--- src/rtl/siso_serializer_ctrl_if.sv ---
// Parallel word handshake between a producer and the SISO serializer controller.
// The producer drives valid/data; the controller returns ready.
interface siso_serializer_ctrl_if #(
  parameter int WIDTH = 8
) ();
  logic             in_valid;
  logic [WIDTH-1:0] in_data;
  logic             in_ready;

  modport master (output in_valid, output in_data, input in_ready);
  modport slave  (input in_valid, input in_data, output in_ready);
endinterface

--- src/rtl/siso_serializer_ctrl.sv ---
// Serializes parallel words MSB-first into a DEPTH-stage SISO flip-flop chain.
// A valid/last tag chain runs alongside the data, and the pipe is flushed at the end of each burst.
module siso_serializer_ctrl #(
  parameter int WIDTH = 8,
  parameter int DEPTH = 4
) (
  input  logic                  clk,
  input  logic                  rst_n,
  input  logic                  abort,
  siso_serializer_ctrl_if.slave in_if,
  output logic                  sout,
  output logic                  sout_valid,
  output logic                  sout_last,
  output logic                  busy,
  output logic                  done
);

  localparam int CW = (WIDTH > 1) ? $clog2(WIDTH) : 1;
  localparam int FW = (DEPTH > 0) ? $clog2(DEPTH + 1) : 1;
  localparam logic [CW-1:0] BIT_ZERO   = {CW{1'b0}};
  localparam logic [CW-1:0] BIT_ONE    = CW'(1);
  localparam logic [CW-1:0] BIT_LAST   = CW'(WIDTH - 1);
  localparam logic [FW-1:0] FLUSH_ZERO = {FW{1'b0}};
  localparam logic [FW-1:0] FLUSH_ONE  = FW'(1);
  localparam logic [FW-1:0] FLUSH_LAST = FW'(DEPTH);

  typedef enum logic [1:0] {
    ST_IDLE  = 2'd0,
    ST_SHIFT = 2'd1,
    ST_FLUSH = 2'd2
  } state_t;

  state_t           state_r;
  logic [WIDTH-1:0] shreg_r;
  logic [CW-1:0]    bitcnt_r;
  logic [FW-1:0]    flushcnt_r;
  logic             in_ready_r;
  logic             busy_r;
  logic             done_r;
  logic [DEPTH-1:0] data_r;
  logic [DEPTH-1:0] valid_r;
  logic [DEPTH-1:0] last_r;

  logic accept_s;
  logic chain_d_s;
  logic chain_v_s;
  logic chain_l_s;

  assign accept_s = in_if.in_valid & in_ready_r;

  // Chain input: only SHIFT feeds real bits; IDLE and FLUSH push bubbles.
  always_comb begin
    chain_d_s = 1'b0;
    chain_v_s = 1'b0;
    chain_l_s = 1'b0;
    if (state_r == ST_SHIFT) begin
      chain_d_s = shreg_r[WIDTH-1];
      chain_v_s = 1'b1;
      chain_l_s = (bitcnt_r == BIT_LAST);
    end else begin
      chain_d_s = 1'b0;
      chain_v_s = 1'b0;
      chain_l_s = 1'b0;
    end
  end

  // Sequencing FSM; in_ready/busy/done are registered from the next-state decision.
  always_ff @(posedge clk) begin
    if (rst_n || abort) begin
      state_r    <= ST_IDLE;
      shreg_r    <= {WIDTH{1'b0}};
      bitcnt_r   <= BIT_ZERO;
      flushcnt_r <= FLUSH_ZERO;
      in_ready_r <= 1'b1;
      busy_r     <= 1'b0;
      done_r     <= 1'b0;
    end else begin
      case (state_r)
        ST_IDLE: begin
          done_r <= 1'b0;
          if (accept_s) begin
            state_r    <= ST_SHIFT;
            shreg_r    <= in_if.in_data;
            bitcnt_r   <= BIT_ZERO;
            in_ready_r <= 1'b0;
            busy_r     <= 1'b1;
          end else begin
            in_ready_r <= 1'b1;
            busy_r     <= 1'b0;
          end
        end
        ST_SHIFT: begin
          busy_r <= 1'b1;
          if (bitcnt_r == BIT_LAST) begin
            if (accept_s) begin
              shreg_r    <= in_if.in_data;
              bitcnt_r   <= BIT_ZERO;
              in_ready_r <= 1'b0;
              done_r     <= 1'b0;
            end else begin
              // Burst ends: drain the chain before returning to IDLE.
              state_r    <= ST_FLUSH;
              shreg_r    <= {shreg_r[WIDTH-2:0], 1'b0};
              bitcnt_r   <= BIT_ZERO;
              flushcnt_r <= FLUSH_ONE;
              in_ready_r <= 1'b0;
              done_r     <= (FLUSH_ONE == FLUSH_LAST);
            end
          end else begin
            shreg_r    <= {shreg_r[WIDTH-2:0], 1'b0};
            bitcnt_r   <= bitcnt_r + BIT_ONE;
            in_ready_r <= ((bitcnt_r + BIT_ONE) == BIT_LAST);
            done_r     <= 1'b0;
          end
        end
        ST_FLUSH: begin
          if (flushcnt_r == FLUSH_LAST) begin
            state_r    <= ST_IDLE;
            flushcnt_r <= FLUSH_ZERO;
            in_ready_r <= 1'b1;
            busy_r     <= 1'b0;
            done_r     <= 1'b0;
          end else begin
            flushcnt_r <= flushcnt_r + FLUSH_ONE;
            in_ready_r <= 1'b0;
            busy_r     <= 1'b1;
            done_r     <= ((flushcnt_r + FLUSH_ONE) == FLUSH_LAST);
          end
        end
        default: begin
          state_r    <= ST_IDLE;
          shreg_r    <= {WIDTH{1'b0}};
          bitcnt_r   <= BIT_ZERO;
          flushcnt_r <= FLUSH_ZERO;
          in_ready_r <= 1'b1;
          busy_r     <= 1'b0;
          done_r     <= 1'b0;
        end
      endcase
    end
  end

  // SISO data chain plus valid/last tags; abort kills the tags but leaves stale data bits.
  always_ff @(posedge clk) begin
    if (rst_n) begin
      data_r  <= {DEPTH{1'b0}};
      valid_r <= {DEPTH{1'b0}};
      last_r  <= {DEPTH{1'b0}};
    end else begin
      data_r[0] <= chain_d_s;
      for (int i = 1; i < DEPTH; i++) begin
        data_r[i] <= data_r[i-1];
      end
      if (abort) begin
        valid_r <= {DEPTH{1'b0}};
        last_r  <= {DEPTH{1'b0}};
      end else begin
        valid_r[0] <= chain_v_s;
        last_r[0]  <= chain_l_s;
        for (int i = 1; i < DEPTH; i++) begin
          valid_r[i] <= valid_r[i-1];
          last_r[i]  <= last_r[i-1];
        end
      end
    end
  end

  assign in_if.in_ready = in_ready_r;
  assign sout           = data_r[DEPTH-1];
  assign sout_valid     = valid_r[DEPTH-1];
  assign sout_last      = last_r[DEPTH-1];
  assign busy           = busy_r;
  assign done           = done_r;

endmodule

--- src/flat_wrapper.sv ---
// flat-port wrapper written by rule: the top's interface ports become plain ports
module siso_serializer_ctrl_flat 
#(
  parameter int WIDTH = 8,
  parameter int DEPTH = 4
)
  (clk, rst_n, abort, sout, sout_valid, sout_last, busy, done, in_if_in_valid, in_if_in_data, in_if_in_ready);
  siso_serializer_ctrl_if #(.WIDTH(WIDTH)) in_if_i ();
  input  logic clk;
  input  logic rst_n;
  input  logic abort;
  output logic sout;
  output logic sout_valid;
  output logic sout_last;
  output logic busy;
  output logic done;
  input wire logic [$bits(in_if_i.in_valid)-1:0] in_if_in_valid;
  input wire logic [$bits(in_if_i.in_data)-1:0] in_if_in_data;
  output wire logic [$bits(in_if_i.in_ready)-1:0] in_if_in_ready;
  assign in_if_i.in_valid = in_if_in_valid;
  assign in_if_i.in_data = in_if_in_data;
  assign in_if_in_ready = in_if_i.in_ready;
  siso_serializer_ctrl #(.WIDTH(WIDTH), .DEPTH(DEPTH)) u_core (.clk(clk), .rst_n(rst_n), .abort(abort), .in_if(in_if_i), .sout(sout), .sout_valid(sout_valid), .sout_last(sout_last), .busy(busy), .done(done));
endmodule
--- config.mk ---
export PLATFORM = sky130hd
export DESIGN_NAME = siso_serializer_ctrl_flat
export DESIGN_NICKNAME = d
export VERILOG_FILES = /design/src/rtl/siso_serializer_ctrl_if.sv /design/src/rtl/siso_serializer_ctrl.sv /design/src/flat_wrapper.sv
export SDC_FILE = /design/constraint.sdc
export NUM_CORES = 1
export LEC_CHECK = 0
export ABC_CLOCK_PERIOD_IN_PS = 1470
export BUFFER_PORTS_ARGS = -buffer_cell sky130_fd_sc_hd__buf_2
export CORE_MARGIN = 3
export CORE_UTILIZATION = 50
export DETAILED_ROUTE_END_ITERATION = 6
export PLACE_DENSITY = 0.76
export SETUP_SLACK_MARGIN = 0.02
export SKIP_LAST_GASP = 1
export SYNTH_ARGS = -nofsm -noshare
export SYNTH_HDL_FRONTEND = slang
export SYNTH_SLANG_ARGS = --single-unit
--- constraint.sdc ---
create_clock -name clk -period 1.47 [get_ports clk]
set_input_delay 0.0735 -clock clk [delete_from_list [all_inputs] [get_ports clk]]
set_output_delay 0.0735 -clock clk [all_outputs]
set_load 0.05 [all_outputs]
==> out/results.tsv <==
stage	metric	value	unit
yosys	synth_enable_flop_cells	0	
setup_path	most_numerous_cell_on_the_critical_path	sky130_fd_sc_hd__ha_4	
setup_path	critical_path_class	flop to flop	
setup_path	max_stage_delay	0.40	ns
yosys	synth-seq-cells	31	
route	first_iter_violations	68	
setup_path	crit_arrival	1.77	ns
finish	area_growth_syn_to_layout	30.3	%
die	floorplan.core_area	2570	um^2
route	drt_first_pass_iters	4	
placed_design	routabilityCongestion	0.820	
timing	rsz0062_at_grt	true	
run_status	failed_checks	setup timing	
route	wire_length_after_detailed_routing	3150	um
yosys	syn_inst	143	
die	count_of_pins_on_the_block_boundary	18	
route	vias_after_detailed_routing	1227	
finish	nets	197	
flow_run	cap_viol_max_count	0	
yosys	synth-warning-count	0	
clocking	cts_tree	yes	
clocking	cts.htree.levels	2	
global_route	number_of_global_route_vias_before_repair	1190	
clocking	clock_tree.root_cell	sky130_fd_sc_hd__clkbuf_4	
die	die_height	59.0	um
placed_design	detailed_place_hpwl	2090	um
clocking	path_clk_slew	0.09	ns
route	avgViaCountPerCell	5.99	
timing	slew_headroom	0.638	
timing	timing.final.max_slew_violations	0	
yosys	synth_flop_cell	sky130_fd_sc_hd__dfxtp_1	
finish	final.fill_count	188	
global_route	grt_use_total	0.209	
setup_path	cp.required	1.70	ns
die	chip_width	59.0	um
yosys	synth_area	1400	um^2
setup_path	cp-end-kind	flop	
setup_path	regToRegStartpoint	u_core.bitcnt_r[0]	
yosys	count_of_different_cell_masters_after_synthesis	36	
timing	sum_neg_setup_slack	-0.0906	ns
timing	finalCriticalPeriod	1.54	ns
yosys	synth.avg_cell_area	9.81	um^2
placed_design	placedInstanceArea	1620	um^2
setup_path	worstSetupStartpointType	flop	
yosys	postSynth.asyncResetShare	0	
timing	setup_slack	-0.0708	ns
run_status	status	complete, but fails checks	
finish	drive_above_1_share	0.371	
global_route	grt_antenna_before_repair	0	
placed_design	portbufs	17	
global_route	grt_start_max_net_pins	14	
route	detail_route.drc_violations	0	
power_and_ir_drop	total_power	1.77	mW
yosys	sequential_area_share_after_synthesis	0.442	
power_and_ir_drop	power.leakage	0.728	nW
power_and_ir_drop	power_per_cell_area	970	nW/um^2
finish	design_area	1830	um^2
clocking	numCtsBuffers	5	
timing	worstMarginPinSlew	0.543	ns
setup_path	critPathSlowestCell	sky130_fd_sc_hd__a2111o_1	
die	design.die.area	3480	um^2
die	start_util	0.546	
timing	hold_violations	0	
setup_path	timing.critical_path.fanout_max	6	
worst_hold_path	worst_hold_class	input pin to flop	
power_and_ir_drop	power.ir.vdd_worst	1.05	mV
finish	final_core_utilization	0.712	
setup_path	crit_path_cell_trace	ha_4 -> ha_4 -> a21bo_4 -> a2111o_1 -> o32ai_2	
clocking	clock_tree.buffer_depth	2	
timing	min_period_over_period	1.05	
setup_path	timing.critical_path.from	u_core.bitcnt_r[0]	
timing	clock-skew-final	0.00762	ns
worst_hold_path	hold_path.startpoint	in_if_in_data[0]	
setup_path	setup_slack_reg_to_reg	-0.07	ns
clocking	clock-sinks	31	
global_route	global_route.overflow_total	0	
route	ant_nets	0	
finish	n_antenna_cell	0	
yosys	syn_nets	166	
clocking	worstSkewPairLatency	0.32	ns
timing	clock.fmax	649	MHz
route	wl_per_cell	15.4	um
die	placement_rows	18	
timing	report.final.setup_viol	3	
global_route	grt_first_pass_wirelength	5420	um
[cells by family after synthesis]
| logic type | count (synthesis) | synth area share |
|---|---|---|
| flops | 31 | 0.442 |
| mux | 1 | 0.00714 |
| simple gates | 32 | 0.132 |
| fa+ha+maj | 11 | 0.0981 |
| compound gates | 50 | 0.266 |
| buf+inv | 18 | 0.0544 |
[sequential cells by signal, summed over array words and instances (netlist names)]
signal	cells
u_core.busy	1
u_core.data_r	4
u_core.flushcnt_r	3
u_core.last_r	4
u_core.done	1
u_core.in_if.in_ready	1
u_core.bitcnt_r	3
u_core.valid_r	4
u_core.state_r	2
u_core.shreg_r	8
[final timing paths]
path	to	depth (start not counted)
max	u_core.flushcnt_r[0]	5
min	u_core.shreg_r[0]	3
max reg2reg	u_core.flushcnt_r[0]	5
min reg2reg	u_core.valid_r[3]	1
[through the flow]
step | hold slack, ns | setup WS [ns] | std cells
2_1_floorplan | 0.145 | 0.0229 | 143
3_3_place_gp | 0.308 | -0.0386 | 191
3_5_place_dp | 0.321 | -0.0852 | 191
4_1_cts | 0.0170 | -0.0280 | 203
5_1_grt | 0.0285 | -0.129 | 205
6_report | 0.0343 | -0.0708 | 205
[layer usage]
metal	share of wire	global-route usage	vias up	wire, um
met3	0.075	0.0702	7	238
met2	0.47	0.349	46	1480
met5	0	0	-	0
li1	-	-	591	-
met4	0.020	0.0841	0	62
met1	0.43	0.245	583	1370
[cell type report]
type / count / area, um^2 / area share
Timing Repair Buffer: 34 / 231 / 0.127
Inverter: 8 / 30.0 / 0.0164
Sequential cell: 31 / 631 / 0.345
Clock buffer: 6 / 51.3 / 0.0281
Tap cell: 30 / 37.5 / 0.0205
Multi-Input combinational cell: 94 / 812 / 0.444
Clock inverter: 2 / 35.0 / 0.0192
[repair_timing]
item / CTS / global route
endpoints found under the hold margin: 4 / 0
gates resized for setup: 8 / 11
pin swaps: 5 / 0
hold buffers: 1 / 0
setup buffers: 3 / 2
endpoints found under the setup margin: 15 / 17
[critical path: cells and delay by family (launching register included)]
| family | cells | cell delay (ns) |
|---|---|---|
| DFF | 1 | 0.36 |
| adders and majority gates | 2 | 0.31 |
| AOI/OAI and AO/OA | 3 | 0.78 |
[power by group]
group	switching, mW	internal (mW)
sequential	0.0143	0.858
clock	0.286	0.402
combinational	0.119	0.0943
[synthesized netlist by cell type, types with 3 or more instances]
| library cell | n | share of area |
|---|---|---|
| sky130_fd_sc_hd__inv_1 | 8 | 0.021 |
| sky130_fd_sc_hd__a21oi_1 | 15 | 0.054 |
| sky130_fd_sc_hd__o21ai_0 | 4 | 0.014 |
| sky130_fd_sc_hd__clkbuf_1 | 5 | 0.013 |
| sky130_fd_sc_hd__a211oi_1 | 9 | 0.048 |
| sky130_fd_sc_hd__nand3_1 | 3 | 0.011 |
| sky130_fd_sc_hd__buf_2 | 4 | 0.014 |
| sky130_fd_sc_hd__nand2_1 | 4 | 0.011 |
| sky130_fd_sc_hd__nor2b_1 | 3 | 0.013 |
| sky130_fd_sc_hd__a32oi_1 | 7 | 0.044 |
| sky130_fd_sc_hd__nor2_1 | 3 | 0.0080 |
| sky130_fd_sc_hd__ha_1 | 11 | 0.098 |
| sky130_fd_sc_hd__and2_1 | 8 | 0.036 |
| sky130_fd_sc_hd__dfxtp_1 | 31 | 0.44 |
[cell usage in the layout, fill, tap and decap left out, drive strengths merged, types with 2 or more instances in the layout]
cell type and n:
ha 11, nor2 3, nand4 2, a21boi 2, o221ai 2, inv 8
and3 2, a21bo 3, nand4b 2, a211oi 9, a21oi 15, a32oi 7
dfxtp 31, a2111o 2, buf 33, nor2b 3, nand2 4, clkbuf 6
and2 8, nand3 3, o21ai 4
Note: power is estimated with default switching activity, not from simulation.
